## config.mk

```make
export PLATFORM = sky130hd
export DESIGN_NAME = jk_excite_driver
export DESIGN_NICKNAME = d
export VERILOG_FILES = /design/src/rtl/jk_excite_driver.sv
export SDC_FILE = /design/constraint.sdc
export NUM_CORES = 1
export LEC_CHECK = 0
export CAP_MARGIN = 10
export CORE_ASPECT_RATIO = 0.9
export CORE_MARGIN = 4
export CORE_UTILIZATION = 45
export CTS_BUF_LIST = sky130_fd_sc_hd__clkbuf_2 sky130_fd_sc_hd__clkbuf_4 sky130_fd_sc_hd__clkbuf_8
export DETAILED_ROUTE_END_ITERATION = 8
export PLACE_DENSITY_LB_ADDON = 0.2
export SETUP_SLACK_MARGIN = 0.15
export SLEW_MARGIN = 15
export SYNTH_ARGS = -nofsm -noshare
export SYNTH_HDL_FRONTEND = slang
export SYNTH_SLANG_ARGS = --single-unit
```

## constraint.sdc

```tcl
create_clock -name clk -period 2.4 [get_ports clk]
set_clock_uncertainty 0.2 [all_clocks]
set_input_delay 0.6 -clock clk [delete_from_list [all_inputs] [get_ports clk]]
set_output_delay 0.6 -clock clk [all_outputs]
set_load 0.02 [all_outputs]
```

## src/rtl/jk_excite_driver.sv

```systemverilog
// Computes J/K excitation from (present Q, target Q), drives a JK bank for one
// enable cycle, waits SETTLE cycles, then checks the bank against the target.
module jk_excite_driver #(
  parameter int unsigned WIDTH     = 4,
  parameter bit          DC_POLICY = 1'b0,
  parameter int unsigned SETTLE    = 1
) (
  input  logic             clk,
  input  logic             cl,
  input  logic             in_valid,
  output logic             in_ready,
  input  logic [WIDTH-1:0] in_target,
  input  logic [WIDTH-1:0] q_fb,
  output logic [WIDTH-1:0] j,
  output logic [WIDTH-1:0] k,
  output logic             jk_en,
  output logic             done,
  output logic             err,
  output logic [7:0]       err_cnt
);

  localparam int unsigned CNT_W   = 4;
  localparam int unsigned ERR_W   = 8;
  localparam logic [ERR_W-1:0] ERR_MAX = '1;

  typedef enum logic [1:0] {S_IDLE, S_DRIVE, S_WAIT, S_CHECK} state_t;

  state_t             state_q, state_d;
  logic [WIDTH-1:0]   target_q, target_d;
  logic [CNT_W-1:0]   cnt_q, cnt_d;
  logic [WIDTH-1:0]   j_q, j_d, k_q, k_d;
  logic               jk_en_q, jk_en_d;
  logic               done_q, done_d;
  logic               err_q, err_d;
  logic [ERR_W-1:0]   err_cnt_q, err_cnt_d;

  logic [WIDTH-1:0]   exc_j_c, exc_k_c;
  logic               mismatch_c;

  // Don't-care side of each excitation pair takes the DC_POLICY value
  assign exc_j_c    = (~q_fb & in_target) | (q_fb & {WIDTH{DC_POLICY}});
  assign exc_k_c    = (q_fb & ~in_target) | (~q_fb & {WIDTH{DC_POLICY}});
  assign mismatch_c = (q_fb != target_q);

  always_comb begin
    state_d   = state_q;
    target_d  = target_q;
    cnt_d     = cnt_q;
    j_d       = '0;
    k_d       = '0;
    jk_en_d   = 1'b0;
    done_d    = 1'b0;
    err_d     = 1'b0;
    err_cnt_d = err_cnt_q;
    unique case (state_q)
      S_IDLE: begin
        if (in_valid) begin
          target_d = in_target;
          j_d      = exc_j_c;
          k_d      = exc_k_c;
          jk_en_d  = 1'b1;
          state_d  = S_DRIVE;
        end
      end
      S_DRIVE: begin
        cnt_d   = CNT_W'(SETTLE);
        state_d = S_WAIT;
      end
      S_WAIT: begin
        cnt_d = cnt_q - CNT_W'(1);
        // Result is registered on the way into CHECK so done/err show there
        if (cnt_q == CNT_W'(1)) begin
          cnt_d   = '0;
          state_d = S_CHECK;
          done_d  = 1'b1;
          err_d   = mismatch_c;
          if (mismatch_c && (err_cnt_q != ERR_MAX)) begin
            err_cnt_d = err_cnt_q + ERR_W'(1);
          end
        end
      end
      S_CHECK: begin
        state_d = S_IDLE;
      end
      default: begin
        state_d = S_IDLE;
      end
    endcase
  end

  always_ff @(posedge clk or negedge cl) begin
    if (!cl) begin
      state_q   <= S_IDLE;
      target_q  <= '0;
      cnt_q     <= '0;
      j_q       <= '0;
      k_q       <= '0;
      jk_en_q   <= 1'b0;
      done_q    <= 1'b0;
      err_q     <= 1'b0;
      err_cnt_q <= '0;
    end else begin
      state_q   <= state_d;
      target_q  <= target_d;
      cnt_q     <= cnt_d;
      j_q       <= j_d;
      k_q       <= k_d;
      jk_en_q   <= jk_en_d;
      done_q    <= done_d;
      err_q     <= err_d;
      err_cnt_q <= err_cnt_d;
    end
  end

  assign in_ready = (state_q == S_IDLE);
  assign j        = j_q;
  assign k        = k_q;
  assign jk_en    = jk_en_q;
  assign done     = done_q;
  assign err      = err_q;
  assign err_cnt  = err_cnt_q;

endmodule

```

### Word level (Yosys, flattened, before mapping)

Cells that the tools add are included.

| word-level totals | value |
|---|---|
| register bits | 29 |
| bits in latches | 0 |
| bits in writable memories | 0 |
| bits in read-only memories | 0 |
| input port bits | 11 |
| output and inout port bits | 20 |
| memories kept | 0 |

| cells by class | value |
|---|---|
| $add $sub $neg | 2 |
| multiply operators | 0 |
| divide/modulo/power cells | 0 |
| order comparisons | 0 |
| equality and inequality tests | 8 |
| shifts and indexed selects | 0 |
| mux-type cells | 15 |
| bitwise gates (word level) | 4 |
| reductions and logical operators | 6 |

Operators with widths:

| operator | count |
|---|---|
| 4-bit two-way mux | 5 |
| 8-bit by 1-bit adder with 8-bit output, second input constant | 1 |
| 4-bit bitwise AND | 2 |
| 8-bit != test, second input constant | 1 |
| 4-bit inverter | 2 |
| 2-bit one-hot mux with 4 select lines | 1 |
| 4-bit one-hot mux with 2 select lines | 1 |
| 1-bit two-way mux | 6 |
| 2-bit == test, second input constant | 2 |
| 4-bit by 1-bit == test with 1-bit output, second input constant | 1 |
| 2-bit two-way mux | 2 |
| 2-bit != test, second input constant | 2 |
| 4-bit != test | 1 |
| 2-bit AND reduction | 2 |
| 4-bit by 1-bit subtractor with 4-bit output, second input constant | 1 |
| 3-bit AND reduction | 1 |
| 2-bit by 1-bit == test with 1-bit output, second input constant | 1 |
| 2-bit logical NOT | 1 |
| 2-bit nonzero test | 1 |
| 1-bit logical AND | 1 |

### Logic depth before layout (Yosys ltp)

Gate-level depths: netlist (run 1).

| logic depth | value |
|---|---|
| depth in word-level cells | 4 |
| gate-level depth with buffers | 6 |
| gate-level depth less buffers | 6 |

### Worst setup path after synthesis (run 1)

No wires, ideal clock.

| timing | value |
|---|---|
| kind | input to register |
| from | in q_fb[1] |
| to | reg err_cnt_q[1], in the netlist err_cnt[1] |
| library setup time | 0.125 ns |
| arrival time | 1.677 ns |
| required time | 2.075 ns |
| setup slack | 0.398 ns |
| stages | 4 |
| buffers on the path | 0 |
| cell sequence | xor2_1 > o41ai_4 > nor2_2 > mux2_4 |

| between the ends | value |
|---|---|
| longest elaborated chain between the ends | 3 |

RTL lines:

| item | line | text |
|---|---|---|
| start: declaration | 13 | `input logic [WIDTH-1:0] q_fb,` |
| 4-bit != test | 43 | `assign mismatch_c = (q_fb != target_q);` |
| 1-bit logical AND | 77 | `if (mismatch_c && (err_cnt_q != ERR_MAX)) begin` |
| 3-bit AND reduction (no source line) | -- |  |
| end signal: assignment | 111 | `err_cnt_q <= err_cnt_d;` |
| end: declaration | 35 | `logic [ERR_W-1:0] err_cnt_q, err_cnt_d;` |

No other way between the ends.
A chain may end at the register's enable or synchronous reset.

### Final worst setup path (run 1)

| timing | value |
|---|---|
| from | reg err_cnt_q[2], in the netlist err_cnt[2] |
| to | out err_cnt[2] |

RTL lines:

| item | line | text |
|---|---|---|
| end: declaration | 19 | `output logic [7:0] err_cnt` |

No word-level cell between the ends.

==> results.tsv, run 1 <==
stage	metric	value	unit
run_status	status	completed	
cts	worst skew pair latency	0.32	ns
logic_synthesis	Post-Syn Area	0.00128	mm2
logic_synthesis	compound-cell area share of the yosys netlist	6.37	%
setup_path	Arrival @ worst endpoint	1.38	ns
logic_synthesis	Syn. warnings	0	
routing	DR WL/cell	12.7	um
logic_synthesis	XOR/XNOR share of the synthesized area	7.54	%
setup_path	highest-delay cell along the critical path	clkdlybuf4s50_1	
logic_synthesis	mux contribution to synthesized area	5.58	%
floorplan	die width	64.2	um
pwr	PwrDens	1070	mW/mm2
logic_synthesis	Avg Cell Area, Syn	12.3	um2
placement	Post-DP HPWL	1740	um
timing	RSZ-0062 raised after global routing	false	
cts	CTS tree	built	
routing	drt via density	4.86	
logic_synthesis	Post-Synth Simple-Gate Area	16.2	%
min_path	WHS Endpoint	state_q[0]$_DFFE_PN0P_	
timing	final hold viol count	0	
placement	I/O Buffers	30	
cts	Max clock buf depth	2	
cells_and_area	commonest non-fill, non-tap cell in the layout	dfrtp_1	
setup_path	Worst path max stage delay	0.64	ns
floorplan	die extent in y	58.5	um
placement	Post-Place Worst Slack	-0.122	ns
grt	GR Util All Layers	14.6	%
grt	pin count of the biggest net entering global routing	30	
routing	via count	909	
floorplan	Cell Rows	18	
logic_synthesis	FF+latch count, synth	29	
grt	initial antenna violation count	0	
pwr	worst vdd ir	0.696	mV
cells_and_area	most frequent cells in the layout	dfrtp_1, clkdlybuf4s50_1, xor2_1, nor3b_1, inv_1	
grt	GRT overflow	0	
routing	Routed WL	2380	um
timing	setup violators final	0	
job	max-cap check violation count	0	
timing	Final Slew Violations	0	
setup_path	FF-to-FF End	err_cnt[5]$_DFFE_PN0P_	
cts	H-Tree Depth	2	
routing	Initial DRT Pass Iterations	4	
floorplan	core region area	0.00273	mm2
cts	clk root buf	clkbuf_4	
setup_path	worst path required time	1.60	ns
timing	Worst slew margin	67.2	%
logic_synthesis	Netlist cell types	24	
pwr	Lkg Pwr	0.832	nW
setup_path	crit path buf inv count	1	
setup_path	crit path max fanout	5	
pwr	Final Power	1.86	mW
timing	fmax	458	MHz
cells_and_area	NumNets Final	163	
setup_path	reg-to-reg startpoint	state_q[0]$_DFFE_PN0P_	
floorplan	die area	0.00376	mm2
min_path	Worst Hold Class	reg2reg	
grt	vias in the first global route	969	
cts	CTS Sinks	29	
logic_synthesis	Syn Nets	120	
floorplan	Starting Density	46.9	%
setup_path	Worst R2R Setup Slack	0.33	ns
routing	Post-route DRC	0	
cells_and_area	FILL cells	220	
setup_path	Critical Path End Type	primary output	
routing	starting DRC count in detailed routing	27	
setup_path	Worst Setup Start Kind	flip-flop	
cells_and_area	share of cells above drive strength 1	16.3	%
setup_path	worst reg-to-reg path cell count	7	
logic_synthesis	main combinational cell family by area after synthesis	simple AND/OR/NAND/NOR gates	
setup_path	worst path cell trace	clkdlybuf4s50_1	
floorplan	num ports	31	
timing	Post-Route Setup TNS	0	ns
timing	measured slew at the worst slew-check pin	0.490	ns
grt	first-pass GRT wire length	4150	um
timing	hold slack	0.292	ns
setup_path	critical path class	reg2out	
timing	period utilization	90.9	%
cells_and_area	antenna fix cells	0	
cts	CTS buffer count	5	
cells_and_area	area grow syn2layout	36.6	%
min_path	hold wc startpoint	state_q[0]$_DFFE_PN0P_	
logic_synthesis	adder-cell share of the synthesized area	4.90	%
logic_synthesis	Post-Synthesis Cells	104	
setup_path	Crit path max-delay family	buffers and inverters	
timing	Tmin final	2.18	ns
placement	Final Wtd Congestion	0.832	
timing	Worst Slack Setup Final	0.218	ns
cts	CTS clock-pin slew for the worst setup and hold paths	0.08	ns
logic_synthesis	sequential share of the synthesized area	56.8	%
min_path	worst hold stages	1	
routing	post-route ant nets	0	
[cell type report]
class / count / area (um2) / area share (%)
well taps: 40 / 50.0 / 2.87
inverters: 8 / 30.0 / 1.72
multi-input cells: 66 / 524 / 30.0
clock buffers: 7 / 58.8 / 3.37
flip-flops and latches: 29 / 726 / 41.6
repair buffers: 37 / 357 / 20.4
[cells by family after synthesis]
| kind of cell | Yosys count |
|---|---|
| AND/OR/NAND/NOR | 34 |
| flip-flops | 29 |
| XOR/XNOR | 11 |
| AO/OA/AOI/OAI | 10 |
| buffers and inverters | 9 |
| multiplexers | 6 |
| adder cells (fa/ha/maj) | 5 |
[per-layer routing]
layer / track usage (%) / up-vias / part of all wire, %
met5: 0 / - / 0
li1: - / 443 / -
met1: 15.7 / 433 / 41
met4: 6.63 / 0 / 1.4
met2: 25.3 / 28 / 50
met3: 6.11 / 5 / 7.2
[state kept, by name, indices dropped and copies added, names as in the netlist]
signal and flops:
target_q 4, err_cnt 8, j 4, jk_en 1
state_q 2, err 1, k 4, cnt_q 4
done 1
[worst max path at each step]
stage               cells after the start  slack, ns                    from                endpoint
floorplan                               4       0.40                 q_fb[1]  err_cnt[1]$_DFFE_PN0P_
global placement                        6      -0.10                 q_fb[1]  err_cnt[5]$_DFFE_PN0P_
detailed placement                      6      -0.12                 q_fb[1]  err_cnt[5]$_DFFE_PN0P_
CTS                                     1       0.18  err_cnt[3]$_DFFE_PN0P_              err_cnt[3]
global route                            6       0.15                 q_fb[1]  err_cnt[4]$_DFFE_PN0P_
finish                                  1       0.22  err_cnt[2]$_DFFE_PN0P_              err_cnt[2]
[metrics by stage]
step                util [%]  area (um2)  cells
finish                  64.0        1750    187
global route            64.0        1750    187
detailed placement      61.5        1680    180
CTS                     63.6        1730    187
floorplan                  -        1280    104
global placement        61.5        1680    180
[where the power goes]
part           total [mW]  internal [mW]  switching [mW]
clock               0.305          0.149           0.155
combinational       0.824          0.399           0.425
sequential          0.733          0.626           0.107
total                1.86           1.17           0.688
[synthesized netlist by cell type]
cell type,n,area [um2]
nand3_1,3,15.0
clkbuf_1,1,3.75
nand2_1,7,26.3
nand3b_1,1,7.51
nor2_2,1,6.26
o22a_1,1,8.76
xor2_1,11,96.3
nor2_1,2,7.51
and4bb_2,1,12.5
o31ai_1,2,15.0
dfrtp_1,29,726
nor4b_1,1,8.76
nor3b_1,10,75.1
mux2_2,5,56.3
o21ai_0,5,25.0
inv_1,8,30.0
o41ai_4,1,27.5
ha_1,5,62.6
a21oi_1,1,5.00
nor4_1,3,18.8
nor3_1,2,10.0
mux2_4,1,15.0
nand4_1,1,6.26
nand2b_1,2,12.5
[timing repair]
action | in CTS | in global routing
hold buffers | 0 | 0
gates resized for setup | 1 | 3
setup endpoints to repair | 1 | 3
buffers inserted | 0 | 0
(Power assumes the default switching activity.)
==> run 2: changes to the inputs <==
--- a/config.mk
+++ b/config.mk
@@ -9,7 +9,6 @@
 export CORE_ASPECT_RATIO = 0.9
 export CORE_MARGIN = 4
 export CORE_UTILIZATION = 45
-export CTS_BUF_LIST = sky130_fd_sc_hd__clkbuf_2 sky130_fd_sc_hd__clkbuf_4 sky130_fd_sc_hd__clkbuf_8
 export DETAILED_ROUTE_END_ITERATION = 8
 export PLACE_DENSITY_LB_ADDON = 0.2
 export SETUP_SLACK_MARGIN = 0.15
==> results.tsv, run 2 (synthesized netlist as in run 1, its figures left out) <==
stage	metric	value	unit	change
placement	Final Wtd Congestion	0.832		unchanged
cells_and_area	area grow syn2layout	36.8	%	was 36.6%
timing	period utilization	91.0	%	was 90.9%
routing	Initial DRT Pass Iterations	4		unchanged
floorplan	Cell Rows	18		unchanged
floorplan	die extent in y	58.5	um	unchanged
cts	Post-CTS Setup Inserts	0		unchanged
setup_path	Crit path max-delay family	buffers and inverters		unchanged
placement	DP Area	0.00168	mm2	unchanged
setup_path	crit path buf inv count	1		unchanged
timing	final hold viol count	0		unchanged
pwr	worst vdd ir	0.704	mV	was 0.696 mV
setup_path	reg-to-reg startpoint	state_q[0]$_DFFE_PN0P_		unchanged
cells_and_area	antenna fix cells	0		unchanged
setup_path	Critical Path End Type	primary output		unchanged
routing	WL met1	998	um	was 974 um
routing	top routing layer in use	met4		unchanged
setup_path	Worst path max stage delay	0.64	ns	about the same
grt	vias in the first global route	962		was 969
min_path	Worst Hold Class	reg2reg		unchanged
cells_and_area	final core utilization	64.1	%	was 64.0%
grt	pin count of the biggest net entering global routing	30		unchanged
cts	Max clock buf depth	2		unchanged
setup_path	Worst Setup Start Kind	flip-flop		unchanged
floorplan	num ports	31		unchanged
floorplan	core region area	0.00273	mm2	unchanged
pwr	Lkg Pwr	0.829	nW	was 0.832 nW
pwr	switching share of power	37.3	%	was 37.0%
cells_and_area	commonest non-fill, non-tap cell in the layout	dfrtp_1		unchanged
floorplan	die width	64.2	um	unchanged
timing	Final Slew Violations	0		unchanged
timing	RSZ-0062 raised after global routing	false		unchanged
timing	Worst Slack Setup Final	0.216	ns	was 0.218 ns
cells_and_area	share of cells above drive strength 1	16.3	%	unchanged
cts	H-Tree Depth	2		unchanged
routing	DR WL/cell	12.9	um	was 12.7 um
grt	GR Util All Layers	14.7	%	was 14.6%
setup_path	worst path cell trace	clkdlybuf4s50_1		unchanged
routing	Routed WL	2410	um	was 2380 um
placement	Post-Place Worst Slack	-0.122	ns	unchanged
routing	met3 wire len	158	um	was 171 um
timing	measured slew at the worst slew-check pin	0.517	ns	was 0.490 ns
run_status	status	completed		unchanged
timing	setup violators final	0		unchanged
pwr	Clock power frac	15.9	%	was 16.4%
routing	detailed-routed wire length on met2	1200	um	unchanged
cells_and_area	NumNets Final	163		unchanged
cts	CTS buffer count	5		unchanged
grt	initial antenna violation count	0		unchanged
floorplan	Starting Density	46.9	%	unchanged
pwr	Int Power	1.16	mW	was 1.17 mW
cts	worst skew pair latency	0.32	ns	about the same
routing	post-route ant nets	0		unchanged
routing	Post-route DRC	0		unchanged
cells_and_area	most frequent cells in the layout	dfrtp_1, clkdlybuf4s50_1, xor2_1, nor3b_1, inv_1		unchanged
setup_path	Critical path origin	err_cnt[2]$_DFFE_PN0P_		unchanged
pwr	PwrDens	1060	mW/mm2	was 1070 mW/mm2
setup_path	worst path required time	1.60	ns	about the same
floorplan	die area	0.00376	mm2	unchanged
routing	drt via density	4.95		was 4.86
pwr	Net Sw Power	691	uW	was 688 uW
grt	GRT overflow	0		unchanged
setup_path	highest-delay cell along the critical path	clkdlybuf4s50_1		unchanged
cts	CTS Hold Bufs	0		unchanged
cts	CTS Sinks	29		unchanged
pwr	combinational share of power	44.6	%	was 44.3%
timing	Tmin final	2.18	ns	about the same
cts	CTS clock-pin slew for the worst setup and hold paths	0.08	ns	about the same
job	max-cap check violation count	0		unchanged
setup_path	Arrival @ worst endpoint	1.38	ns	about the same
cells_and_area	final instance area	0.00175	mm2	about the same
routing	starting DRC count in detailed routing	25		was 27
setup_path	critical path class	reg2out		unchanged
cells_and_area	FILL cells	223		was 220
setup_path	crit path max fanout	5		unchanged
cells_and_area	max reg flops	8		unchanged
timing	Worst slew margin	65.4	%	was 67.2%
pwr	sequential fraction of design power	39.5	%	was 39.4%
cts	clk root buf	clkbuf_4		unchanged
timing	fmax	458	MHz	about the same
pwr	Final Power	1.85	mW	was 1.86 mW
min_path	hold wc startpoint	state_q[0]$_DFFE_PN0P_		unchanged
placement	Post-DP HPWL	1740	um	unchanged
routing	via count	925		was 909
placement	I/O Buffers	30		unchanged
cts	CTS tree	built		unchanged
grt	first-pass GRT wire length	4170	um	was 4150 um
-- run 2: per-layer routing --
metal  vias to the layer above  track usage, %
met5                         -               0
li1                        445               -
met3                         7            5.92
met2                        28            25.3
met4                         0            6.33
met1                       445            16.2
-- run 2: stage by stage --
step | instances | TNS [ns] | hold WS, ns
detailed placement | 180 | -0.613 | 0.277
floorplan | 104 | 0 | 0.104
global route | 187 | 0 | 0.315
CTS | 187 | 0 | 0.296
finish | 187 | 0 | 0.292
global placement | 180 | -0.434 | 0.270
-- run 2: worst paths after layout --
path | end | slack [ns] | cells after the start
min in group asynchronous | k[1]$_DFF_PN0_ | 0.45 | 2
max reg2reg | err_cnt[5]$_DFFE_PN0P_ | 0.33 | 7
max in group asynchronous | state_q[1]$_DFFE_PN0P_ | 1.28 | 2
min | state_q[0]$_DFFE_PN0P_ | 0.29 | 1
min reg2reg | state_q[0]$_DFFE_PN0P_ | 0.29 | 1
max | err_cnt[2] | 0.22 | 1
-- run 2: layout make-up --
class,instances,area [um2],share of cell area (%)
timing repair buffer,37,357,20.4
inverter,8,30.0,1.72
multi-input combinational,66,531,30.4
clock buffer,7,55.1,3.15
tap,40,50.0,2.86
sequential,29,726,41.5
-- run 2: power by group through the flow --
stage	clock network, mW	logic, mW	registers (mW)
6_report	0.294	0.827	0.733
5_1_grt	0.328	0.909	0.758
4_1_cts	0.303	0.832	0.736
3_5_place_dp	0	0.835	0.745
3_3_place_gp	0	0.810	0.737
2_1_floorplan	0	0.471	0.801
-- run 2: worst register-to-register path: stages, from the launching register on --
cell,delay [ns]
dfrtp_1,0.38
inv_1,0.08
ha_1,0.24
and4bb_2,0.30
o41ai_4,0.08
buf_4,0.18
nor4_2,0.35
xor2_1,0.19
-- run 2: timing repair --
item                       CTS  global route
setup endpoints to repair    1             4
cloned                       0             0
pin swaps                    0             0
gates resized for setup      1             4
